File: config.mk
export PLATFORM = sky130hd
export DESIGN_NAME = instruction_fetch_unit_flat
export DESIGN_NICKNAME = d
export VERILOG_FILES = /design/src/rtl/instruction_fetch_unit_if.sv /design/src/rtl/instruction_fetch_unit.sv /design/src/flat_wrapper.sv
export SDC_FILE = /design/constraint.sdc
export NUM_CORES = 1
export LEC_CHECK = 0
export ABC_AREA = 1
export CORE_AREA = 3 3 128 130
export CTS_CLUSTER_DIAMETER = 50
export DETAILED_ROUTE_END_ITERATION = 12
export DIE_AREA = 0 0 131 133
export DONT_BUFFER_PORTS = 1
export GPL_ROUTABILITY_DRIVEN = 0
export HOLD_SLACK_MARGIN = 0.06
export PLACE_DENSITY = 0.68
export SETUP_SLACK_MARGIN = 0.15
export SLEW_MARGIN = 20
export SYNTH_ARGS = -nofsm -noshare
export SYNTH_HDL_FRONTEND = slang
export SYNTH_SLANG_ARGS = --single-unit
export TNS_END_PERCENT = 10
File: constraint.sdc
create_clock -name clk -period 5.1 [get_ports clk]
set_clock_uncertainty 0.2 [all_clocks]
set_input_delay 1.02 -clock clk [delete_from_list [all_inputs] [get_ports clk]]
set_output_delay 1.02 -clock clk [all_outputs]
set_load 0.05 [all_outputs]
File: src/rtl/instruction_fetch_unit_if.sv
// Fetch-unit bus bundle: instruction-memory port, decode handshake,
// redirect request and status. The master modport is the fetch unit itself.
interface instruction_fetch_unit_if;
    logic [31:0] imem_addr;
    logic [31:0] imem_data;
    logic        if_valid;
    logic        if_ready;
    logic [31:0] if_instr;
    logic [31:0] if_pc;
    logic        redirect_valid;
    logic [31:0] redirect_pc;
    logic        halted;
    logic        misalign_err;
    logic [15:0] issued_count;

    modport master (
        output imem_addr, if_valid, if_instr, if_pc, halted, misalign_err, issued_count,
        input  imem_data, if_ready, redirect_valid, redirect_pc
    );

    modport slave (
        input  imem_addr, if_valid, if_instr, if_pc, halted, misalign_err, issued_count,
        output imem_data, if_ready, redirect_valid, redirect_pc
    );
endinterface

File: src/rtl/instruction_fetch_unit.sv
// Instruction fetch: walks fetch_pc through a combinational imem, buffers
// {pc, instr} in a 2-entry queue for decode, stops after LAST_PC, and flushes on redirect.
module instruction_fetch_unit #(
    parameter logic [31:0] RESET_PC = 32'd0,
    parameter logic [31:0] LAST_PC  = 32'd84
) (
    input  logic                      clk,
    input  logic                      reset,
    instruction_fetch_unit_if.master  bus
);

    typedef struct packed {
        logic [31:0] pc;
        logic [31:0] instr;
    } entry_t;

    typedef enum logic {FETCH, DONE} state_t;

    state_t      state_q, state_d;
    logic [31:0] fetch_pc_q, fetch_pc_d;
    entry_t      q0, q1;
    logic [1:0]  cnt;
    logic        misalign_q;
    logic [15:0] issued_q;

    logic   pop, push;
    entry_t new_entry;

    assign pop       = (cnt != 2'd0) && bus.if_ready;
    assign new_entry = '{pc: fetch_pc_q, instr: bus.imem_data};

    always_ff @(posedge clk) begin
        if (reset) state_q <= FETCH;
        else       state_q <= state_d;
    end

    always_comb begin
        state_d    = state_q;
        fetch_pc_d = fetch_pc_q;
        push       = 1'b0;
        if (bus.redirect_valid) begin
            state_d    = FETCH;
            fetch_pc_d = {bus.redirect_pc[31:2], 2'b00};
        end else if (state_q == FETCH) begin
            if (fetch_pc_q > LAST_PC) begin
                state_d = DONE;
            end else if ((cnt != 2'd2) || pop) begin
                push = 1'b1;
                // Last word: park fetch_pc on it so imem_addr stays put while halted
                if (fetch_pc_q == LAST_PC) state_d    = DONE;
                else                       fetch_pc_d = fetch_pc_q + 32'd4;
            end
        end
    end

    always_ff @(posedge clk) begin
        if (reset) begin
            fetch_pc_q <= RESET_PC;
            q0         <= '0;
            q1         <= '0;
            cnt        <= 2'd0;
            misalign_q <= 1'b0;
            issued_q   <= 16'd0;
        end else begin
            fetch_pc_q <= fetch_pc_d;
            // A transfer in a redirect cycle was still consumed by decode
            if (pop && issued_q != 16'hFFFF) issued_q <= issued_q + 16'd1;
            if (bus.redirect_valid) begin
                cnt <= 2'd0;
                q0  <= '0;
                q1  <= '0;
                if (bus.redirect_pc[1:0] != 2'b00) misalign_q <= 1'b1;
            end else begin
                case ({push, pop})
                    2'b01: begin
                        q0  <= q1;
                        cnt <= cnt - 2'd1;
                    end
                    2'b10: begin
                        if (cnt == 2'd0) q0 <= new_entry;
                        else             q1 <= new_entry;
                        cnt <= cnt + 2'd1;
                    end
                    2'b11: begin
                        if (cnt == 2'd1) q0 <= new_entry;
                        else begin
                            q0 <= q1;
                            q1 <= new_entry;
                        end
                    end
                    default: ;
                endcase
            end
        end
    end

    assign bus.imem_addr    = fetch_pc_q;
    assign bus.if_valid     = (cnt != 2'd0);
    assign bus.if_pc        = q0.pc;
    assign bus.if_instr     = q0.instr;
    assign bus.halted       = (state_q == DONE) && (cnt == 2'd0);
    assign bus.misalign_err = misalign_q;
    assign bus.issued_count = issued_q;

endmodule

File: src/flat_wrapper.sv
// flat-port wrapper written by rule: the top's interface ports become plain ports
module instruction_fetch_unit_flat 
#(
    parameter logic [31:0] RESET_PC = 32'd0,
    parameter logic [31:0] LAST_PC  = 32'd84
)
  (clk, reset, bus_imem_addr, bus_if_valid, bus_if_instr, bus_if_pc, bus_halted, bus_misalign_err, bus_issued_count, bus_imem_data, bus_if_ready, bus_redirect_valid, bus_redirect_pc);
  instruction_fetch_unit_if bus_i ();
  input  logic clk;
  input  logic reset;
  output wire logic [$bits(bus_i.imem_addr)-1:0] bus_imem_addr;
  output wire logic [$bits(bus_i.if_valid)-1:0] bus_if_valid;
  output wire logic [$bits(bus_i.if_instr)-1:0] bus_if_instr;
  output wire logic [$bits(bus_i.if_pc)-1:0] bus_if_pc;
  output wire logic [$bits(bus_i.halted)-1:0] bus_halted;
  output wire logic [$bits(bus_i.misalign_err)-1:0] bus_misalign_err;
  output wire logic [$bits(bus_i.issued_count)-1:0] bus_issued_count;
  input wire logic [$bits(bus_i.imem_data)-1:0] bus_imem_data;
  input wire logic [$bits(bus_i.if_ready)-1:0] bus_if_ready;
  input wire logic [$bits(bus_i.redirect_valid)-1:0] bus_redirect_valid;
  input wire logic [$bits(bus_i.redirect_pc)-1:0] bus_redirect_pc;
  assign bus_imem_addr = bus_i.imem_addr;
  assign bus_if_valid = bus_i.if_valid;
  assign bus_if_instr = bus_i.if_instr;
  assign bus_if_pc = bus_i.if_pc;
  assign bus_halted = bus_i.halted;
  assign bus_misalign_err = bus_i.misalign_err;
  assign bus_issued_count = bus_i.issued_count;
  assign bus_i.imem_data = bus_imem_data;
  assign bus_i.if_ready = bus_if_ready;
  assign bus_i.redirect_valid = bus_redirect_valid;
  assign bus_i.redirect_pc = bus_redirect_pc;
  instruction_fetch_unit #(.RESET_PC(RESET_PC), .LAST_PC(LAST_PC)) u_core (.clk(clk), .reset(reset), .bus(bus_i));
endmodule
-- Word level (Yosys, flattened, before mapping)
Cells that the tools add are included.
- register bits after elaboration: 180
- input bits: 68
- output and inout port bits: 115
- word-level logic and storage cells: 68
- add/subtract/negate cells: 4
- magnitude comparators: 1
- equal/unequal tests: 13
- muxes and demuxes: 20
- bitwise operators: 3
- reductions and logical operators: 17
- operator list (kind ; count):
    64-bit 2-to-1 mux ; 4
    64-bit one-hot mux with 3 select lines ; 1
    32-bit 2-to-1 mux ; 5
    64-bit one-hot mux with 2 select lines ; 1
    32-bit by 3-bit adder with 32-bit output, second input constant ; 1
    32-bit by 7-bit == test with 1-bit output, second input constant ; 1
    32-bit by 7-bit > comparator with 1-bit output, second input constant ; 1
    16-bit by 1-bit adder with 16-bit output, second input constant ; 1
    16-bit != test, second input constant ; 1
    2-bit != test, second input constant ; 6
    2-bit nonzero test ; 5
    1-bit 2-to-1 mux ; 8
    4-bit AND reduction ; 2
    2-bit by 1-bit == test with 1-bit output, second input constant ; 2
    2-bit == test, second input constant ; 2
    2-bit one-hot mux with 2 select lines ; 1
    2-bit AND reduction ; 2
    1-bit logical AND ; 3
    1-bit NOT ; 3
    3-bit AND reduction ; 1
    3-bit nonzero test ; 1
    2-bit by 1-bit adder with 2-bit output, second input constant ; 1
    2-bit zero test ; 1
    2-bit by 1-bit != test with 1-bit output, second input constant ; 1
    3 further kinds ; 3

-- Longest topological paths before layout
Gate-level depths: netlist of run 1.
- depth after elaboration: 10
- depth in mapped cells: 17
- gate-level depth less buffers: 15

-- Least setup slack after synthesis of run 1
Ideal clock, no wire load.
- kind: flip-flop to flip-flop
- from: register u_core.cnt[0]
- to: register u_core.q1[34] in the netlist's numbering
- library setup time: 0.128 ns
- arrival time: 2.862 ns
- data required time: 4.772 ns
- slack: 1.910 ns
- cell stages (with the launch flop): 16
- path buffers: 3
- clock period less this slack: 3.190 ns
- cells stage by stage: dfxtp_1 inv_1 ha_1 inv_1 nand2_1 nand2_1 nand2_1 nor2_1 a21boi_0 ha_1 buf_2 nor2_1 nor3_1 buf_2 buf_1 a21oi_1
- word-level cells in the longest chain between the ends: 10
- elaborated cells between the ends (all ways): 17
- classes of those cells: 6 x eq/ne; 5 x mux; 6 x reduce/logical
- ends and longest elaborated chain (item ; line ; source):
    start: declaration ; instruction_fetch_unit.sv:22 ; logic [1:0] cnt;
    start signal: assignment ; instruction_fetch_unit.sv:77 ; cnt <= cnt - 2'd1;
    start signal: assignment ; instruction_fetch_unit.sv:82 ; cnt <= cnt + 2'd1;
    2-bit nonzero test * ; n/a ;
    net bus_if_valid ; flat_wrapper.sv:12 ; output wire logic [$bits(bus_i.if_valid)-1:0] bus_if_valid;
    1-bit logical AND * ; instruction_fetch_unit.sv:29 ; assign pop = (cnt != 2'd0) && bus.if_ready;
    1-bit logical OR ; instruction_fetch_unit.sv:47 ; end else if ((cnt != 2'd2) || pop) begin
    1-bit 2-to-1 mux ; instruction_fetch_unit.sv:47 ;
    1-bit 2-to-1 mux ; instruction_fetch_unit.sv:45 ; if (fetch_pc_q > LAST_PC) begin
    1-bit 2-to-1 mux ; instruction_fetch_unit.sv:44 ; end else if (state_q == FETCH) begin
    1-bit 2-to-1 mux ; instruction_fetch_unit.sv:41 ; if (bus.redirect_valid) begin
    2-bit == test ; instruction_fetch_unit.sv:74 ; case ({push, pop})
    2-bit != test (no source line) or 2-bit nonzero test (tied branches) ; n/a ;
    3-bit AND reduction (no source line) ; n/a ;
    end signal: assignment ; instruction_fetch_unit.sv:81 ; else q1 <= new_entry;
    end signal: assignment ; instruction_fetch_unit.sv:88 ; q1 <= new_entry;
    end: declaration ; instruction_fetch_unit.sv:21 ; entry_t q0, q1;
Mark *: on every way through the listed nets, which the timed path passes. The rest lies on a longest branch.
A chain may end at the register's enable or synchronous reset.

-- Worst setup path in the final report of run 1
- from: register u_core.cnt[1]
- to: register u_core.q0 (netlist bit u_core.bus.if_instr[0])
- word-level cells in the longest chain between the ends: 10
- elaborated cells between the ends (all ways): 18
- classes of those cells: 6 x eq/ne; 6 x mux; 6 x reduce/logical
- ends and longest elaborated chain (item ; line ; source):
    2-bit nonzero test * ; n/a ;
    net bus_if_valid ; flat_wrapper.sv:12 ;
    1-bit logical AND * ; instruction_fetch_unit.sv:29 ;
    1-bit logical OR ; instruction_fetch_unit.sv:47 ;
    1-bit 2-to-1 mux ; instruction_fetch_unit.sv:47 ;
    1-bit 2-to-1 mux ; instruction_fetch_unit.sv:45 ;
    1-bit 2-to-1 mux ; instruction_fetch_unit.sv:44 ;
    1-bit 2-to-1 mux ; instruction_fetch_unit.sv:41 ;
    2-bit == test or 2-bit by 1-bit == test with 1-bit output (tied branches) ; instruction_fetch_unit.sv:74 ;
    2-bit by 1-bit != test with 1-bit output (no source line) or 3-bit nonzero test (tied branches) ; n/a ;
    2-bit AND reduction (no source line) ; n/a ;
    end signal: assignment ; instruction_fetch_unit.sv:76 ; q0 <= q1;
    end signal: assignment ; instruction_fetch_unit.sv:80 ; if (cnt == 2'd0) q0 <= new_entry;
    end signal: assignment ; instruction_fetch_unit.sv:85 ; if (cnt == 2'd1) q0 <= new_entry;
    end: declaration ; instruction_fetch_unit.sv:21 ;
Marked as above.

==> summary.md, run 1 <==
| Metric | Value |
|---|---|
| Sequential share of the synthesized area | `41.82%` |
| Max Transition Viols Final | `0` |
| Fraction of layout cells with a size suffix above 1 | `9.913%` |
| Input/output buffers | `0` |
| HP Class | `flop to flop` |
| Hold Vio Cnt, Final | `0` |
| Hold path depth | `2` |
| Post-Syn Area | `8329 um2` |
| Final Total Pwr | `2.905 mW` |
| Worst R2R Setup Slack | `1.17 ns` |
| Post-CTS Resized | `0` |
| DP Worst Slack | `1.172 ns` |
| Worst VDD drop | `0.0002360 V` |
| HP Start | `u_core.q1[31]$_SDFFE_PP0P_` |
| First-pass GRT wire length | `31.48 mm` |
| Drt via density | `5.173` |
| Final period util | `77.04%` |
| Die Width | `131 um` |
| Most used DFF post-synth | `dfxtp_1` |
| WL met3 | `1.212 mm` |
| Layout area overhead | `7.616%` |
| Detailed Route Iter0 Violations | `583` |
| F_max | `254.5 MHz` |
| #FFs+latches synth | `174` |
| Warnings, synthesis | `0` |
| CTS H-Tree Depth | `4` |
| Congestion Overflow GR | `0` |
| Die area | `17,420 um2` |
| Hold_buf cts | `0` |
| Average instance area after synthesis | `7.029 um2` |
| Required @ worst endpoint | `5.22 ns` |
| Crit. End Element | `flop` |
| Vias in the first global route | `6,259` |
| WL per Instance | `14.29 um` |
| CTS Buf Count | `17` |
| Post-CTS Setup Bufs | `0` |
| Tightest Pin Transition | `0.9019 ns` |
| Post-synth top area cell | `dfxtp_1` |
| Min-Delay Endpoint | `u_core.q1[31]$_SDFFE_PP0P_` |
| Max layer used | `met4` |
| Synth top area cells | `dfxtp_1, inv_1, nand2_1, a21oi_1, a21oi_2` |
| Power per cell area | `324.1 nW/um2` |
| Initial core utilization | `54.59%` |
| Synth Instances | `1,185` |
| Status | `completed` |
| Final core utilization | `58.75%` |
| Static leakage | `3.886 nW` |
| Vias | `7,041` |
| DR WL met2 | `8.881 mm` |
| Fin cells | `1,361` |
| Most common cell in the netlist | `inv_1` |
| Core ar. | `15,260 um2` |
| Clk sinks | `174` |
| I/O pin cnt | `183` |
| Slew margin rel. | `39.87%` |
| Startpoint types | `flop` |
| R2R cell count | `14` |
| CTS Root Cell | `clkbuf_16` |
| Later-pin clock latency in the skew report | `0.42 ns` |
| Crit path DAT | `4.05 ns` |
| Crit Path Category | `flop to flop` |
| CTS tree | `done` |
| Maximum number of pins on one net before global-route repair | `73` |
| R2R Path Start | `u_core.cnt[1]$_SDFFE_PP0P_` |
| Cell Count Post-Placement | `1,329` |
| Unrepaired setup endpoints after global routing | `false` |
| Clock Pin Slew Worst Setup and Hold Paths | `0.06 ns` |
| Post-layout min period | `3.929 ns` |
| CP max FO | `67` |
| Final setup vio count | `0` |
| Met1 WL | `9.025 mm` |
| Die H | `133 um` |
| Reg2reg end | `u_core.bus.if_instr[0]$_SDFFE_PP0P_` |
| Drt total wl | `19.45 mm` |
| Drt pass-1 iters | `5` |
| Post-synth ARST share | `0%` |
| Detailed Place HPWL | `12.69 mm` |
| Setup_tns | `0 ns` |
| Post-synth EDFFs | `0` |
| Site Rows | `45` |
| Residual DRC | `0` |
| CTS Buffer Depth | `2` |
| PnR worst setup slack | `1.171 ns` |
| Synth top area share | `41.82%` |
| Antenna violations before repair | `0` |
| Count of inserted antenna diode cells | `0` |
| Synth top cells by count | `inv_1, nand2_1, dfxtp_1` |
| Nets | `1,214` |
| Unique masters post-synth | `30` |
| Maxcap violations | `0` |
| ANT nets after route | `0` |
| Total Routing Usage GR | `22.08%` |
critical path, cell delays in order (launching register included):
cell	delay [ns]
dfxtp_1	0.31
inv_1	0.10
ha_1	0.26
inv_1	0.29
nand2_4	0.13
buf_4	0.70
inv_1	0.17
ha_1	0.30
nand2_1	0.13
inv_1	0.12
nor2_4	0.34
buf_4	0.40
o22ai_1	0.13
a21oi_1	0.13
nor2_1	0.06
worst max path at each step:
stage | start | to | slack, ns | cells after the start
2_1_floorplan | u_core.cnt[0]$_SDFFE_PP0P_ | u_core.q1[34]$_SDFFE_PP0P_ | 1.91 | 15
3_3_place_gp | u_core.cnt[0]$_SDFFE_PP0P_ | u_core.bus.if_pc[27]$_SDFFE_PP0P_ | 1.23 | 15
3_5_place_dp | u_core.cnt[1]$_SDFFE_PP0P_ | u_core.bus.if_instr[28]$_SDFFE_PP0P_ | 1.17 | 14
4_1_cts | u_core.cnt[1]$_SDFFE_PP0P_ | u_core.bus.if_instr[28]$_SDFFE_PP0P_ | 1.17 | 14
5_1_grt | u_core.cnt[1]$_SDFFE_PP0P_ | u_core.q1[63]$_SDFFE_PP0P_ | 0.85 | 14
6_report | u_core.cnt[1]$_SDFFE_PP0P_ | u_core.bus.if_instr[0]$_SDFFE_PP0P_ | 1.17 | 14
logic make-up (layout without fill, tap and decap cells):
logic type | after synthesis | count (layout) | share of synthesized area [%]
buffers and inverters | 300 | 262 | 14.60
adders and majority gates | 9 | 9 | 1.352
xor gates and xnor gates | 11 | 11 | 1.157
other | 1 | 4 | 0.04502
DFF | 174 | 174 | 41.82
and+or+nand+nor | 380 | 380 | 18.69
AOI/OAI and AO/OA | 310 | 310 | 22.34
flip-flops by register name, summed over array words and instances (netlist names):
| register | flops |
|---|---|
| u_core.state_q | 1 |
| u_core.bus.if_instr | 32 |
| u_core.bus.misalign_err | 1 |
| u_core.cnt | 2 |
| u_core.bus.imem_addr | 30 |
| u_core.q1 | 62 |
| u_core.bus.issued_count | 16 |
| u_core.bus.if_pc | 30 |
cell type report:
class	instances	area, um2
fillers	1452	6295
multi-input cells	714	3687
flip-flops and latches	174	3483
inverters	218	818.3
clock buffers	23	488.0
well taps	211	264.0
repair buffers	12	115.1
clock inverters	9	107.6
per-layer routing:
layer	up-vias	global-route usage, %
met4	0	6.743
met5	-	0
met1	3136	30.66
met2	212	34.20
met3	25	4.845
li1	3668	-
power breakdown:
group | leakage, nW | switching, mW | internal [mW] | total (mW)
Clock | 0.290 | 0.534 | 0.774 | 1.31
Combinational | 2.19 | 0.0984 | 0.0419 | 0.140
Sequential | 1.41 | 0.0782 | 1.38 | 1.46
Total | 3.89 | 0.710 | 2.19 | 2.90
layout by cell type (no fill, tap or decap), types with 17 or more instances in the layout:
| cell type | n |
|---|---|
| dfxtp_1 | 174 |
| nor2_1 | 95 |
| inv_1 | 214 |
| o21ai_0 | 77 |
| clkbuf_16 | 17 |
| a21oi_2 | 60 |
| nand3_1 | 78 |
| nand2_1 | 187 |
| o22ai_1 | 60 |
| a21oi_1 | 108 |
per-stage QoR:
step           area (um2)  hold WS, ns
6_report             8964       0.2459
3_5_place_dp         8368       0.2387
4_1_cts              8964       0.2474
3_3_place_gp         8368       0.2341
2_1_floorplan        8341       0.2247
5_1_grt              8964       0.2637
Power figures use the tool's default switching activity.
==> inputs of run 2 (changes only) <==
- clock period: 5.1 -> 4.1 ns (I/O delays scaled with it)
==> summary.md, run 2 (synthesis gave the netlist of run 1 again) <==
| Metric | Value |
|---|---|
| Status | `completed` |
| Congestion Overflow GR | `0` |
| Die H | `133 um` |
| R2R Path Start | `u_core.cnt[0]$_SDFFE_PP0P_` |
| Startpoint types | `flop` |
| Drt total wl | `19.36 mm` |
| Cell Count Post-Placement | `1,335` |
| Maximum number of pins on one net before global-route repair | `85` |
| Crit Path Category | `flop to flop` |
| Final period util | `84.97%` |
| Core ar. | `15,260 um2` |
| Post-CTS Setup Bufs | `0` |
| Biggest register | `u_core.q1` |
| Tightest Pin Transition | `0.8041 ns` |
| Setup_tns | `0 ns` |
| Reg2reg end | `u_core.bus.if_pc[27]$_SDFFE_PP0P_` |
| CTS tree | `done` |
| I/O pin cnt | `183` |
| Setup crit end | `u_core.bus.if_pc[27]$_SDFFE_PP0P_` |
| WL per Instance | `14.18 um` |
| Vias | `7,030` |
| Final setup vio count | `0` |
| F_max | `287.1 MHz` |
| Commonest non-fill, non-tap cell in the layout | `inv_1` |
| CTS Buffer Depth | `2` |
| Worst VDD drop | `0.0002761 V` |
| Crit. End Element | `flop` |
| Maxcap violations | `0` |
| Layout area overhead | `8.067%` |
| HP Class | `flop to flop` |
| CTS Root Cell | `clkbuf_16` |
| Residual DRC | `0` |
| Nets | `1,220` |
| Site Rows | `45` |
| Detailed Place HPWL | `12.74 mm` |
| Hold Vio Cnt, Final | `0` |
| Fin cells | `1,365` |
| Crit path from | `u_core.cnt[0]$_SDFFE_PP0P_` |
| Max reg flops | `62` |
| CTS Buf Count | `17` |
| Post-CTS Resized | `0` |
| Post-layout min period | `3.484 ns` |
| Hold_buf cts | `0` |
| Drt via density | `5.150` |
| Power per cell area | `403.1 nW/um2` |
| Final Total Pwr | `3.629 mW` |
| Slew margin rel. | `46.39%` |
| Total Routing Usage GR | `21.96%` |
| Max Transition Viols Final | `0` |
| Antenna violations before repair | `0` |
| First-pass GRT wire length | `31.15 mm` |
| CTS H-Tree Depth | `4` |
| Die Width | `131 um` |
| Count of inserted antenna diode cells | `0` |
| Die area | `17,420 um2` |
| R2R cell count | `15` |
| Fraction of layout cells with a size suffix above 1 | `10.23%` |
| CP max FO | `48` |
| Clock Pin Slew Worst Setup and Hold Paths | `0.07 ns` |
| Required @ worst endpoint | `4.22 ns` |
| Later-pin clock latency in the skew report | `0.42 ns` |
| Static leakage | `3.911 nW` |
| Clk sinks | `174` |
| Detailed Route Iter0 Violations | `450` |
| Crit path DAT | `3.60 ns` |
| ANT nets after route | `0` |
| Unrepaired setup endpoints after global routing | `false` |
| Final core utilization | `58.99%` |
| Commonest non-fill, non-tap cells in the layout | `inv_1, nand2_1, dfxtp_1` |
| Input/output buffers | `0` |
| Vias in the first global route | `6,287` |
| Initial core utilization | `54.59%` |
| Worst R2R Setup Slack | `0.62 ns` |
| Drt pass-1 iters | `5` |
-- run 2: stage by stage --
step / area [um2] / hold slack, ns / worst slack, ns
after floorplan: 8341 / 0.2247 / 0.9098
after global placement: 8401 / 0.2359 / 0.6751
final: 9001 / 0.2519 / 0.6164
after global routing: 9001 / 0.2374 / 0.2102
after detailed placement: 8401 / 0.2473 / 0.5010
after CTS: 8997 / 0.2443 / 0.4854
-- run 2: how the worst min path moves through the flow --
stage / startpoint / endpoint / slack (ns) / depth (start not counted)
2_1_floorplan: u_core.q1[31]$_SDFFE_PP0P_ / u_core.q1[31]$_SDFFE_PP0P_ / 0.22 / 2
3_3_place_gp: u_core.q1[31]$_SDFFE_PP0P_ / u_core.q1[31]$_SDFFE_PP0P_ / 0.24 / 2
3_5_place_dp: u_core.q1[31]$_SDFFE_PP0P_ / u_core.q1[31]$_SDFFE_PP0P_ / 0.25 / 2
4_1_cts: reset / u_core.bus.imem_addr[23]$_SDFFE_PP0P_ / 0.24 / 1
5_1_grt: reset / u_core.bus.imem_addr[28]$_SDFFE_PP0P_ / 0.24 / 1
6_report: u_core.q1[31]$_SDFFE_PP0P_ / u_core.q1[31]$_SDFFE_PP0P_ / 0.25 / 2
-- run 2: layout make-up --
type                            count  area [um2]
Tap cell                          211       264.0
Sequential cell                   174        3483
Multi-Input combinational cell    714        3687
Inverter                          218       818.3
Clock buffer                       21       460.4
Clock inverter                      9       136.4
Fill cell                        1437        6257
Timing Repair Buffer               18       151.4
-- run 2: worst max-delay path, cell delays in order, from the launching register on --
cell	delay, ns
dfxtp_1	0.36
inv_1	0.07
ha_1	0.26
inv_1	0.13
nand2_4	0.13
nand2_1	0.10
nand2_1	0.08
nor2_1	0.21
a21boi_0	0.30
ha_1	0.38
inv_1	0.12
o21ai_4	0.14
buf_4	0.48
o22ai_1	0.19
a21oi_2	0.14
nor2_1	0.06
-- run 2: report_power, final --
group | total [mW] | switching [mW] | internal [mW]
Combinational | 0.191 | 0.136 | 0.0547
Clock | 1.64 | 0.651 | 0.987
Sequential | 1.80 | 0.0847 | 1.71
Total | 3.63 | 0.872 | 2.76
-- run 2: per-layer routing --
metal | GRT usage, % | vias up | part of all wire (%)
met5 | 0 | - | 0
met4 | 6.629 | 0 | 1.5
met3 | 6.863 | 21 | 6.7
met2 | 34.28 | 194 | 46
met1 | 29.01 | 3139 | 46
li1 | - | 3676 | -
